File: config.mk
export PLATFORM = sky130hd
export DESIGN_NAME = dispatch_unit
export DESIGN_NICKNAME = d
export VERILOG_FILES = /design/src/rtl/dispatch_unit_pkg.sv /design/src/rtl/dispatch_unit_busy_table.sv /design/src/rtl/dispatch_unit.sv
export SDC_FILE = /design/constraint.sdc
export NUM_CORES = 1
export LEC_CHECK = 0
export ABC_AREA = 1
export BUFFER_PORTS_ARGS = -buffer_cell sky130_fd_sc_hd__buf_2
export CAP_MARGIN = 20
export CELL_PAD_IN_SITES_DETAIL_PLACEMENT = 0
export CELL_PAD_IN_SITES_GLOBAL_PLACEMENT = 1
export CORE_AREA = 3 3 220 222
export DETAILED_ROUTE_END_ITERATION = 6
export DIE_AREA = 0 0 223 225
export PLACE_DENSITY = 0.9
export SETUP_SLACK_MARGIN = 0.2
export SLEW_MARGIN = 20
export SYNTH_ARGS = -nofsm -noshare
export SYNTH_HDL_FRONTEND = slang
export SYNTH_HIERARCHICAL = 1
export SYNTH_SLANG_ARGS = --single-unit
File: constraint.sdc
create_clock -name clk -period 2.6 [get_ports clk]
set_clock_uncertainty 0.1 [all_clocks]
set_input_delay 0.52 -clock clk [delete_from_list [all_inputs] [get_ports clk]]
set_output_delay 0.52 -clock clk [all_outputs]
set_load 0.01 [all_outputs]
File: src/rtl/dispatch_unit_pkg.sv
// dispatch_unit_pkg: shared functional-unit encodings and the dispatch payload record
package dispatch_unit_pkg;
    localparam int PREG_W = 7;
    localparam logic [1:0] FU_ALU = 2'd0;
    localparam logic [1:0] FU_BR  = 2'd1;
    localparam logic [1:0] FU_LSU = 2'd2;
    localparam logic [1:0] FU_ILL = 2'd3;
    typedef struct packed {
        logic [31:0]       pc;
        logic [31:0]       imm;
        logic [PREG_W-1:0] prs1;
        logic [PREG_W-1:0] prs2;
        logic [PREG_W-1:0] prd;
        logic              has_rd;
        logic [3:0]        alu_op;
        logic [1:0]        fu_type;
    } dispatch_payload_t;
endpackage

File: src/rtl/dispatch_unit_busy_table.sv
// busy_table: per-physical-register pending bits with writeback bypass on two read ports
module busy_table #(
    parameter int PREG_WIDTH = 7,
    parameter int NUM_WB     = 2
) (
    input  logic                         clk,
    input  logic                         reset,
    input  logic                         set_en,
    input  logic [PREG_WIDTH-1:0]        set_idx,
    input  logic [NUM_WB-1:0]            wb_valid,
    input  logic [NUM_WB*PREG_WIDTH-1:0] wb_prd,
    input  logic [PREG_WIDTH-1:0]        rd_a,
    input  logic [PREG_WIDTH-1:0]        rd_b,
    output logic                         ready_a,
    output logic                         ready_b
);
    localparam int N = 1 << PREG_WIDTH;
    logic [N-1:0] busy, busy_n;
    logic byp_a, byp_b;
    // clears from every writeback port first so a same-cycle allocation set wins; p0 never busy
    always_comb begin
        busy_n = busy;
        for (int k = 0; k < NUM_WB; k++)
            if (wb_valid[k]) busy_n[wb_prd[k*PREG_WIDTH +: PREG_WIDTH]] = 1'b0;
        if (set_en) busy_n[set_idx] = 1'b1;
        busy_n[0] = 1'b0;
    end
    // writeback broadcasts in the current cycle make an operand ready without waiting for the table
    always_comb begin
        byp_a = 1'b0;
        byp_b = 1'b0;
        for (int k = 0; k < NUM_WB; k++) begin
            byp_a = byp_a | (wb_valid[k] && wb_prd[k*PREG_WIDTH +: PREG_WIDTH] == rd_a);
            byp_b = byp_b | (wb_valid[k] && wb_prd[k*PREG_WIDTH +: PREG_WIDTH] == rd_b);
        end
    end
    assign ready_a = (rd_a == '0) || !busy[rd_a] || byp_a;
    assign ready_b = (rd_b == '0) || !busy[rd_b] || byp_b;
    // table register
    always_ff @(posedge clk)
        busy <= reset ? '0 : busy_n;
endmodule

File: src/rtl/dispatch_unit.sv
// dispatch_unit: two-entry skid buffer routing renamed instructions to ROB and reservation stations
module dispatch_unit
    import dispatch_unit_pkg::*;
#(
    parameter int PREG_WIDTH = PREG_W,
    parameter int ROB_WIDTH  = 4,
    parameter int NUM_WB     = 2
) (
    input  logic                         clk,
    input  logic                         reset,
    input  logic                         i_valid,
    output logic                         o_ready,
    input  logic [31:0]                  i_pc,
    input  logic [31:0]                  i_imm,
    input  logic [PREG_WIDTH-1:0]        i_prs1,
    input  logic [PREG_WIDTH-1:0]        i_prs2,
    input  logic [PREG_WIDTH-1:0]        i_prd,
    input  logic                         i_has_rd,
    input  logic [3:0]                   i_alu_op,
    input  logic [1:0]                   i_fu_type,
    input  logic                         i_alu_full,
    input  logic                         i_br_full,
    input  logic                         i_lsu_full,
    input  logic                         i_rob_full,
    input  logic [ROB_WIDTH-1:0]         i_rob_tag,
    output logic                         o_rob_alloc,
    output logic                         o_rob_exc,
    output logic                         o_alu_alloc,
    output logic                         o_br_alloc,
    output logic                         o_lsu_alloc,
    output logic [31:0]                  o_pc,
    output logic [31:0]                  o_imm,
    output logic [PREG_WIDTH-1:0]        o_prs1,
    output logic [PREG_WIDTH-1:0]        o_prs2,
    output logic [PREG_WIDTH-1:0]        o_prd,
    output logic [3:0]                   o_alu_op,
    output logic [ROB_WIDTH-1:0]         o_rob_tag,
    output logic                         o_rs1_ready,
    output logic                         o_rs2_ready,
    input  logic [NUM_WB-1:0]            i_wb_valid,
    input  logic [NUM_WB*PREG_WIDTH-1:0] i_wb_prd,
    input  logic                         branch_mispredict
);
    dispatch_payload_t in_p, head, spill, head_n, spill_n;
    logic head_v, spill_v, head_vn, spill_vn, ready_r;
    logic accept, target_full, fire;
    assign in_p = '{pc: i_pc, imm: i_imm, prs1: i_prs1, prs2: i_prs2, prd: i_prd,
                    has_rd: i_has_rd, alu_op: i_alu_op, fu_type: i_fu_type};
    assign o_ready = ready_r && !reset;
    assign accept = i_valid && o_ready;
    assign target_full = head.fu_type == FU_ALU ? i_alu_full :
                         head.fu_type == FU_BR  ? i_br_full  :
                         head.fu_type == FU_LSU ? i_lsu_full : 1'b0;
    assign fire = head_v && !target_full && !i_rob_full && !branch_mispredict;
    assign o_rob_alloc = fire;
    assign o_rob_exc   = fire && head.fu_type == FU_ILL;
    assign o_alu_alloc = fire && head.fu_type == FU_ALU;
    assign o_br_alloc  = fire && head.fu_type == FU_BR;
    assign o_lsu_alloc = fire && head.fu_type == FU_LSU;
    assign o_rob_tag = i_rob_tag;
    assign o_pc      = head.pc;
    assign o_imm     = head.imm;
    assign o_prs1    = head.prs1;
    assign o_prs2    = head.prs2;
    assign o_prd     = head.prd;
    assign o_alu_op  = head.alu_op;
    // skid advance: spill refills the head on fire, otherwise accepted beats fill head then spill
    always_comb begin
        head_vn  = head_v;
        head_n   = head;
        spill_vn = spill_v;
        spill_n  = spill;
        if (branch_mispredict) begin
            head_vn  = 1'b0;
            spill_vn = 1'b0;
        end else if (fire) begin
            head_vn  = spill_v || accept;
            head_n   = spill_v ? spill : in_p;
            spill_vn = 1'b0;
        end else if (accept) begin
            if (!head_v) begin
                head_vn = 1'b1;
                head_n  = in_p;
            end else begin
                spill_vn = 1'b1;
                spill_n  = in_p;
            end
        end
    end
    // buffer state; ready is registered from the next spill state so a full spill never overflows
    always_ff @(posedge clk) begin
        if (reset) begin
            head_v  <= 1'b0;
            spill_v <= 1'b0;
            head    <= '0;
            spill   <= '0;
            ready_r <= 1'b1;
        end else begin
            head_v  <= head_vn;
            spill_v <= spill_vn;
            head    <= head_n;
            spill   <= spill_n;
            ready_r <= !spill_vn;
        end
    end
    busy_table #(.PREG_WIDTH(PREG_WIDTH), .NUM_WB(NUM_WB)) u_busy (
        .clk      (clk),
        .reset    (reset),
        .set_en   (fire && head.has_rd && head.prd != '0),
        .set_idx  (head.prd),
        .wb_valid (i_wb_valid),
        .wb_prd   (i_wb_prd),
        .rd_a     (head.prs1),
        .rd_b     (head.prs2),
        .ready_a  (o_rs1_ready),
        .ready_b  (o_rs2_ready)
    );
endmodule

; ---- Word level (Yosys, flattened, before mapping)
; Cells that the tools add are included.
[totals]
reg_bits = 314
output_inout_bits = 101
wordCells = 109
[op_classes]
order_cmp = 8
eq_ne = 8
n_mux = 26
n_bitwise = 9
n_reduce_logical = 38
[op_table]
columns = cell, n
row1 = $mux W128, 3
row2 = $mux W92, 4
row3 = $and A128 B128 Y128, 2
row4 = $not A128 Y128, 2
row5 = $or A128 B128 Y128, 1
row6 = $lt A7 B8 Y1 const B, 5
row7 = $eq A7 B7 Y1, 4
row8 = $demux W1 S7, 3
row9 = $ge A7 B1 Y1 const B, 3
row10 = $logic_and A1 B1 Y1, 18
row11 = $bmux W1 S7, 2
row12 = $logic_not A7 Y1, 2
row13 = $mux W1, 14
row14 = $logic_not A1 Y1, 7
row15 = $reduce_bool A7 Y1, 1
row16 = $logic_or A1 B1 Y1, 5
row17 = $eq A2 B2 Y1 const B, 2
row18 = $reduce_and A4 Y1, 1
row19 = $reduce_and A3 Y1, 1
row20 = $eq A2 B1 Y1 const B, 1
row21 = $logic_not A2 Y1, 1
row22 = $ne A2 B1 Y1 const B, 1
row23 = $not A1 Y1, 2
row24 = $or A1 B1 Y1, 2
row25 = other kinds (2), 2

; ---- Depth between registers and ports, before layout
; Gate-level depths: netlist of run 1.
[depth]
word_depth = 11
depth_mapped = 15
mapped_depth_nobuf = 14

; ---- By module
; The synthesis of run 1 kept the hierarchy.
[modules_own_cells]
columns = module, instances, cells_each, area_per_inst_um2, seq_area_each_um2
row1 = dispatch_unit, 1, 1533, 9878.2, 3743.6
row2 = busy_table, 1, 1536, 9088.7, 2542.4

; ---- Worst setup path after synthesis of run 1
; OpenSTA, ideal clock, no wires.
[synth_timing]
path_kind = input to register
from = in i_rob_full
to = reg u_busy.busy[43]
setup_time_ns = 0.070
arrival_time_ns = 2.189
required_time_ns = 2.430
setup_slack_ns = 0.240
stages = 11
n_path_buf = 2
cell_sequence = nor2_1 > nand2_1 > nor2_4 > nand2_4 > clkbuf_1 > nor3_1 > nand2_1 > nor2_1 > buf_2 > nand2_1 > a21oi_1
[synth_between]
elab_chain_len = 6
[synth_rtl]
columns = item, line
row1 = from (decl), dispatch_unit.sv:24  ; input logic i_rob_full,
row2 = $logic_not A1 Y1, dispatch_unit.sv:54  ; assign fire = head_v && !target_full && !i_rob_full && !branch_mispredict;
row3 = $logic_and A1 B1 Y1 (2 in a row), dispatch_unit.sv:54
row4 = $logic_and A1 B1 Y1 (2 in a row), dispatch_unit.sv:109  ; .set_en (fire && head.has_rd && head.prd != '0),
row5 = $mux W128, dispatch_unit_busy_table.sv:25  ; if (set_en) busy_n[set_idx] = 1'b1;
row6 = to (signal assigned), dispatch_unit_busy_table.sv:41  ; busy <= reset ? '0 : busy_n;
row7 = to (decl), dispatch_unit_busy_table.sv:18  ; logic [N-1:0] busy, busy_n;
; No other way between the ends.
; A chain may end at the register's enable or synchronous reset.

; ---- Final worst setup path of run 1
[layout_timing]
from = reg head, in the netlist o_prs2[2]
to = out o_rs2_ready
[layout_between]
elab_chain_len = 5
[layout_rtl]
columns = item, line
row1 = from (decl), dispatch_unit.sv:44  ; dispatch_payload_t in_p, head, spill, head_n, spill_n;
row2 = from (signal assigned), dispatch_unit.sv:101  ; head <= head_n;
row3 = $bmux W1 S7, dispatch_unit_busy_table.sv:38  ; assign ready_b = (rd_b == '0) || !busy[rd_b] || byp_b;
row4 = $mux W1 (implied by the code), dispatch_unit_busy_table.sv:38
row5 = $logic_not A1 Y1, dispatch_unit_busy_table.sv:38
row6 = $logic_or A1 B1 Y1, dispatch_unit_busy_table.sv:38
row7 = $logic_or A1 B1 Y1 (*), dispatch_unit_busy_table.sv:38
row8 = to (decl), dispatch_unit.sv:39  ; output logic o_rs2_ready,
; Mark *: on every way between the ends. The rest lies on a longest branch, timed or not. The select of a mux whose other input is x is not followed.

==> results of run 1 <==
power by group through the flow:
stage	combinational, W	sequential, W	clock, W
final	0.00174	0.00501	0.00551
after detailed placement	0.00156	0.00511	0
after global placement	0.00157	0.00510	0
after floorplan	0.00107	0.00507	0
after CTS	0.00166	0.00500	0.00560
after global routing	0.00189	0.00501	0.00580
area by class of cell:
cell class / count / area [sq um]
Fill cell: 4894 / 24300
Multi-Input combinational cell: 2031 / 9550
Sequential cell: 314 / 6310
Timing Repair Buffer: 347 / 2640
Inverter: 436 / 1680
Clock buffer: 54 / 1110
Tap cell: 607 / 759
Clock inverter: 13 / 170
Antenna cell: 6 / 15.0
cells by family after synthesis:
logic type	count (synthesis)	share of synthesized area [%]
AND/OR/NAND/NOR	1465	32.9
buffers and inverters	724	17.8
AO/OA/AOI/OAI	557	15.7
flip-flops	314	33.1
XOR/XNOR	9	0.416
synthesized netlist by cell type, drive strengths merged (5+ instances only):
cell type	instances	share of area (%)
nand3	290	7.7
nor3	8	0.21
buf	214	7.7
nor2	285	6.1
a21oi	259	6.9
nand2	775	15
nor4	5	0.16
o211ai	60	2.4
clkinv	11	0.22
dfxtp	314	33
inv	425	8.5
o22ai	6	0.20
clkbuf	74	1.5
o21ai	224	5.9
xor2	9	0.42
nand4	100	3.3
final timing paths:
| path | startpoint | to |
|---|---|---|
| worst max register to register | head[0] | u_busy/busy[20] |
| worst max-delay path | o_prs2[2] | o_rs2_ready |
| worst min register to register | spill[54] | spill[54] |
| worst min-delay path | i_pc[4] | spill[64] |
cells in the final DEF (no fill, tap or decap), types with 7 or more instances in the layout:
master,Yosys,final
buf_12,0,29
xor2_1,9,9
clkinv_1,11,11
o21ai_0,175,169
clkinv_2,0,8
nor2_1,271,267
a21oi_2,1,7
buf_2,83,208
o21ai_1,49,54
o211ai_1,59,59
dfxtp_1,314,303
nand2_2,5,23
clkbuf_8,0,8
buf_4,112,91
clkbuf_1,73,7
buf_6,15,9
nor2_2,7,10
inv_1,414,412
nand4_1,100,100
nand3_1,290,270
a21oi_1,258,252
clkbuf_16,0,40
nand2_1,769,749
nand3_2,0,17
worst register-to-register path: stages, from the launching register on:
cell and delay, ps:
dfxtp_4 390, nor2_1 50, nand2_1 70, nand2_2 70, nor2_4 120, nand2_4 70
buf_4 130, nor3_1 240, nand2_1 170, nor2_1 260, buf_4 250, nand2_1 100
a21oi_1 160
flip-flops by register name, summed over array words and instances (netlist names):
signal and cells:
o_prs2 7, ready_r 1, spill 92, head_v 1, o_prs1 7, u_busy/busy 127
o_alu_op 4, o_imm 32, o_prd 7, head 3, o_pc 32, spill_v 1
per-layer routing:
metal	vias up	GRT usage [%]	part of all wire, %
met5	-	0	0.10
met4	12	11.3	4.9
met3	251	7.66	12
met2	1221	40.6	42
met1	9357	36.6	40
li1	9921	-	-
per-stage QoR:
| stage | setup slack [ps] | hold slack [ps] | cells | TNS (ps) | area (sq um) |
|---|---|---|---|---|---|
| global route | -368 | 108 | 3803 | -687 | 22200 |
| CTS | -304 | 85.2 | 3794 | -495 | 22000 |
| floorplan | 240 | 356 | 3069 | 0 | 19000 |
| global placement | 167 | 361 | 3709 | 0 | 20200 |
| detailed placement | 187 | 372 | 3709 | 0 | 20200 |
| finish | -304 | 111 | 3808 | -519 | 22200 |
repair_timing:
action                                  4_1_cts  5_1_grt
hold buffers                                  0        0
gates resized for setup                      52       55
endpoints found under the setup margin        7        7
buffers inserted                             12        7
pin swaps                                    28       21
hold endpoints to repair                      0        0
gates cloned                                  6        1
==> impl_metrics.csv, run 1 <==
group,metric,value,unit
critical_path,reg2reg_slack,320,ps
floorplanning,design.die.area,50200,sq um
sta,slew_headroom,46.2,%
critical_path,critPathBufInv,2,
cts,cts_buffer_depth,3,
critical_path,crit_fanout,6,
synthesis,netlist_instances,3069,
cts,cts_root_buf,"clkbuf_16",
drt,drt_first_pass_iters,6,
final_layout,nNetsFinal,3287,
pwr,power_frac_comb,14.2,%
global_routing,grt_max_degree,187,
min_path,min_path_cells,3,
synthesis,synthArstFlopShare,0,%
synthesis,synth_seq_cells,314,
synthesis,synth_cell_type_count,38,
cts,clk_pin_slew_worst_paths,60,ps
critical_path,worstPathRequired,1980,ps
drt,drt-total-wl,71700,microns
critical_path,start_kind,"flop",
pwr,power_frac_seq,40.9,%
job,maxCapViolations,0,
placed_design,portBuffers,212,
synthesis,syn_nets,3189,
global_routing,grt-ovfl-total,0,
critical_path,reg2reg_depth,12,
sta,finalHoldViolCount,0,
critical_path,path_depth,10,
sta,fin_crit_sh,112,%
drt,remaining_drc_errors,0,
placed_design,routabilityCongestion,1.08,
drt,vias,20800,
pwr,intPower,0.00883,W
run_status,status,"complete, but fails checks",
cts,clkLatencyLatePin,560,ps
floorplanning,rows,79,
cts,cts_tree,"done",
final_layout,syn_to_final_growth,17.3,%
synthesis,ys_seq_area_share,33.1,%
synthesis,ys.warnings.count,6,
global_routing,grt_pass1_vias,18700,
final_layout,utilization,47.8,%
synthesis,synth_edf_count,0,
sta,finalWorstSetupSlack,-304,ps
synthesis,synth.avg_cell_area,6.18,sq um
pwr,power,0.0123,W
floorplanning,ios,221,
pwr,powerDensity,551,nW/um^2
drt,antenna_left,0,
sta,rsz0062_at_grt,"true",
critical_path,cp_top_family,"simple AND/OR/NAND/NOR gates",
final_layout,drive_gt1_share,15.9,%
pwr,clkPwrFrac,44.9,%
sta,worst-slew-pin-transition,803,ps
critical_path,worstSetupPathType,"reg2out",
critical_path,critPathMostFrequentCell,"nand2_2",
global_routing,grt_usage,27.1,%
drt,wl_per_cell,18.8,microns
run_status,violations,"negative setup slack",
critical_path,arrival,2280,ps
pwr,ir_worst_vdd,0.000384,V
critical_path,end_kind,"output pin",
floorplanning,core_area,46600,sq um
sta,max_freq,344,MHz
sta,setup_viol,2,
global_routing,antenna_found_initial,9,
global_routing,grt_pass1_wl,109000,microns
critical_path,cp_slowest_cell,"dfxtp_1",
pwr,netSwitchingFraction,28.0,%
cts,h-tree-depth,2,
floorplanning,die_h,225,microns
sta,slew_viol_final,0,
cts,cts_made_buffers,37,
floorplanning,initial_core_util,40.7,%
cts,clock_sinks,314,
synthesis,ys_dominant_reg_cell,"dfxtp_1",
critical_path,path_cells,"inv_1 -> nand3_1 -> nand3_1 -> nand2_2 -> nand2_2 -> nand2_2 -> nor2_1 -> nand2_1 -> nand3_4 -> buf_6",
synthesis,synthesis.area,19000,sq um
drt,viasPerCell,5.45,
floorplanning,die_w,223,microns
critical_path,cpPeakStageDelay,490,ps
sta,post-route-min-period,2900,ps
pwr,p_leak,10.5,nW
placed_design,dp_hpwl,46100,microns
min_path,hold_path_class,"in2reg",
pwr,p_sw,0.00343,W
drt,drt_iter0_markers,2599,
No activity file was read; power rests on OpenSTA's default activity.
==> inputs of run 2 (changes only) <==
--- a/config.mk
+++ b/config.mk
@@ -11,8 +11,8 @@
 export CELL_PAD_IN_SITES_DETAIL_PLACEMENT = 0
 export CELL_PAD_IN_SITES_GLOBAL_PLACEMENT = 1
-export CORE_AREA = 3 3 220 222
+export CORE_AREA = 3 3 231 233
 export DETAILED_ROUTE_END_ITERATION = 6
-export DIE_AREA = 0 0 223 225
-export PLACE_DENSITY = 0.9
+export DIE_AREA = 0 0 234 236
+export PLACE_DENSITY = 0.87
 export SETUP_SLACK_MARGIN = 0.2
 export SLEW_MARGIN = 20
==> constraint.sdc (replaced) <==
create_clock -name clk -period 2.5 [get_ports clk]
set_clock_uncertainty 0.1 [all_clocks]
set_input_delay 0.375 -clock clk [delete_from_list [all_inputs] [get_ports clk]]
set_output_delay 0.375 -clock clk [all_outputs]
set_load 0.01 [all_outputs]
==> run 2 against run 1 <==
The flow finishes with violations (design-rule violations, negative setup slack). Clock-buffer cell count grew 5. Global-route usage shrank 0.66 points. Sequential share of layout area shrank 1.7 points. Via count grew 3.4%. Critical endpoint unchanged. Worst hold slack gained 79 ps. Non-clock buffer count grew 88. Highest routed layer unchanged. Routed wire length grew 8.0%. First-iteration DRC count grew 8.8%. Worst setup slack gained 7.9 ps.
==> impl_metrics.csv, run 2 (synthesis gave the netlist of run 1 again) <==
group,metric,value,unit
run_status,status,"complete, but fails checks",
run_status,violations,"design-rule violations, negative setup slack",
placed_design,place_area,20200,sq um
sta,slew_viol_final,0,
critical_path,crit_fanout,6,
global_routing,grt_pass1_vias,19500,
floorplanning,rows,83,
drt,drt-total-wl,77400,microns
job,maxCapViolations,0,
final_layout,final_common_cell,"nand2_1",
placed_design,portBuffers,212,
cts,cts_root_buf,"clkbuf_16",
critical_path,arrival,2320,ps
global_routing,grt_pass1_wl,115000,microns
global_routing,grt_max_degree,187,
cts,cts_made_buffers,39,
placed_design,dp_hpwl,46300,microns
pwr,p_leak,11.2,nW
global_routing,grt-ovfl-total,0,
global_routing,grt_usage,26.4,%
final_layout,mostFrequentLayoutCells,"nand2_1, inv_1, dfxtp_1, nand3_1, nor2_1",
cts,cts_buffer_depth,3,
sta,rsz0062_at_grt,"true",
floorplanning,die_w,234,microns
critical_path,worstSetupPathType,"reg2out",
sta,max_freq,358,MHz
placed_design,pre_cts_ws,127,ps
drt,wl_per_cell,19.5,microns
final_layout,largest_reg_flops,127,
sta,finalWorstSetupSlack,-296,ps
drt,viasPerCell,5.41,
sta,fin_crit_sh,112,%
pwr,powerDensity,571,nW/um^2
final_layout,syn_to_final_growth,24.9,%
final_layout,nNetsFinal,3377,
cts,cts_tree,"done",
cts,clkLatencyLatePin,580,ps
drt,antenna_left,0,
critical_path,worstPathRequired,2030,ps
sta,post-route-min-period,2800,ps
sta,worst-slew-pin-transition,832,ps
final_layout,regMostFlops,"u_busy/busy",
floorplanning,design.die.area,55200,sq um
final_layout,drive_gt1_share,16.3,%
final_layout,reg_top3,"u_busy/busy x127, spill x92",
drt,remaining_drc_errors,2,
pwr,ir_worst_vdd,0.000544,V
cts,clock_sinks,314,
floorplanning,core_area,51400,sq um
floorplanning,ios,221,
final_layout,design_area,23700,sq um
drt,drt_iter0_markers,2827,
floorplanning,die_h,236,microns
sta,setup_viol,2,
global_routing,antenna_found_initial,6,
sta,finalHoldViolCount,0,
min_path,hold_path_class,"in2reg",
drt,drt_first_pass_iters,7,
cts,h-tree-depth,2,
cts,clk_pin_slew_worst_paths,60,ps
drt,vias,21500,
placed_design,routabilityCongestion,1.05,
critical_path,start_kind,"flop",
floorplanning,initial_core_util,36.9,%
critical_path,end_kind,"output pin",
sta,slew_headroom,44.5,%
## run 2: cell types whose count changed in the layout (fill, tap and decap cells not counted), sizes merged
cell,change
buf,-12
bufbuf,+3
bufinv,+3
clkbuf,+10
clkinv,-3
diode,-2
dlygate4sd3,+92
inv,-2
## run 2: final timing paths
path             start               end  slack, ps  depth (start not counted)
max          o_prs2[6]       o_rs2_ready       -300                          8
min            i_valid            head_v        190                          4
min reg2reg  spill[23]         spill[23]        380                          2
max reg2reg    head[0]  u_busy/busy[102]        210                         12
## run 2: what timing repair did
item                                    4_1_cts  5_1_grt
endpoints found under the hold margin       148        0
endpoints found under the setup margin        7      122
pin swaps                                    24       46
resized for setup                            64       93
gates cloned                                  7        7
setup buffers                                18        3
hold buffers                                 92        0
## run 2: per-layer routing
layer	global-route usage, %	wire length (microns)
met5	0	21
met1	36.2	32000
met3	5.64	8410
met2	40.3	33800
met4	10.4	3140
## run 2: report_power, final
group	switching, W	internal, W
sequential	0.000101	0.00511
combinational	0.00121	0.000730
clock	0.00245	0.00393
## run 2: cell type report
type                       instances  area, sq um
multi-input combinational       2031         9750
sequential                       314         6310
fill                            5360        27700
timing repair buffer             435         3650
clock buffer                      59         1190
antenna                            4         10.0
tap                              680          851
inverter                         436         1670
clock inverter                    11          245
## run 2: critical path, cell delays in order, from the launching register on
cell and delay, ps:
dfxtp_1 620, inv_1 200, o22ai_1 150, nor2_1 60
nand2_1 70, nor2_1 50, nor2_1 310, nand3_4 140
buf_6 140
## run 2: metrics by stage
stage / hold slack (ps) / power (W) / setup TNS (ps) / instances / utilization (%)
6_report: 190 / 0.0135 / -561 / 3970 / 46.1
5_1_grt: 199 / 0.0140 / -701 / 3969 / 46.1
4_1_cts: 161 / 0.0135 / -476 / 3956 / 45.0
3_5_place_dp: 372 / 0.00691 / 0 / 3769 / 39.3
3_3_place_gp: 361 / 0.00691 / 0 / 3769 / 39.3
2_1_floorplan: 356 / 0.00638 / 0 / 3069 / -
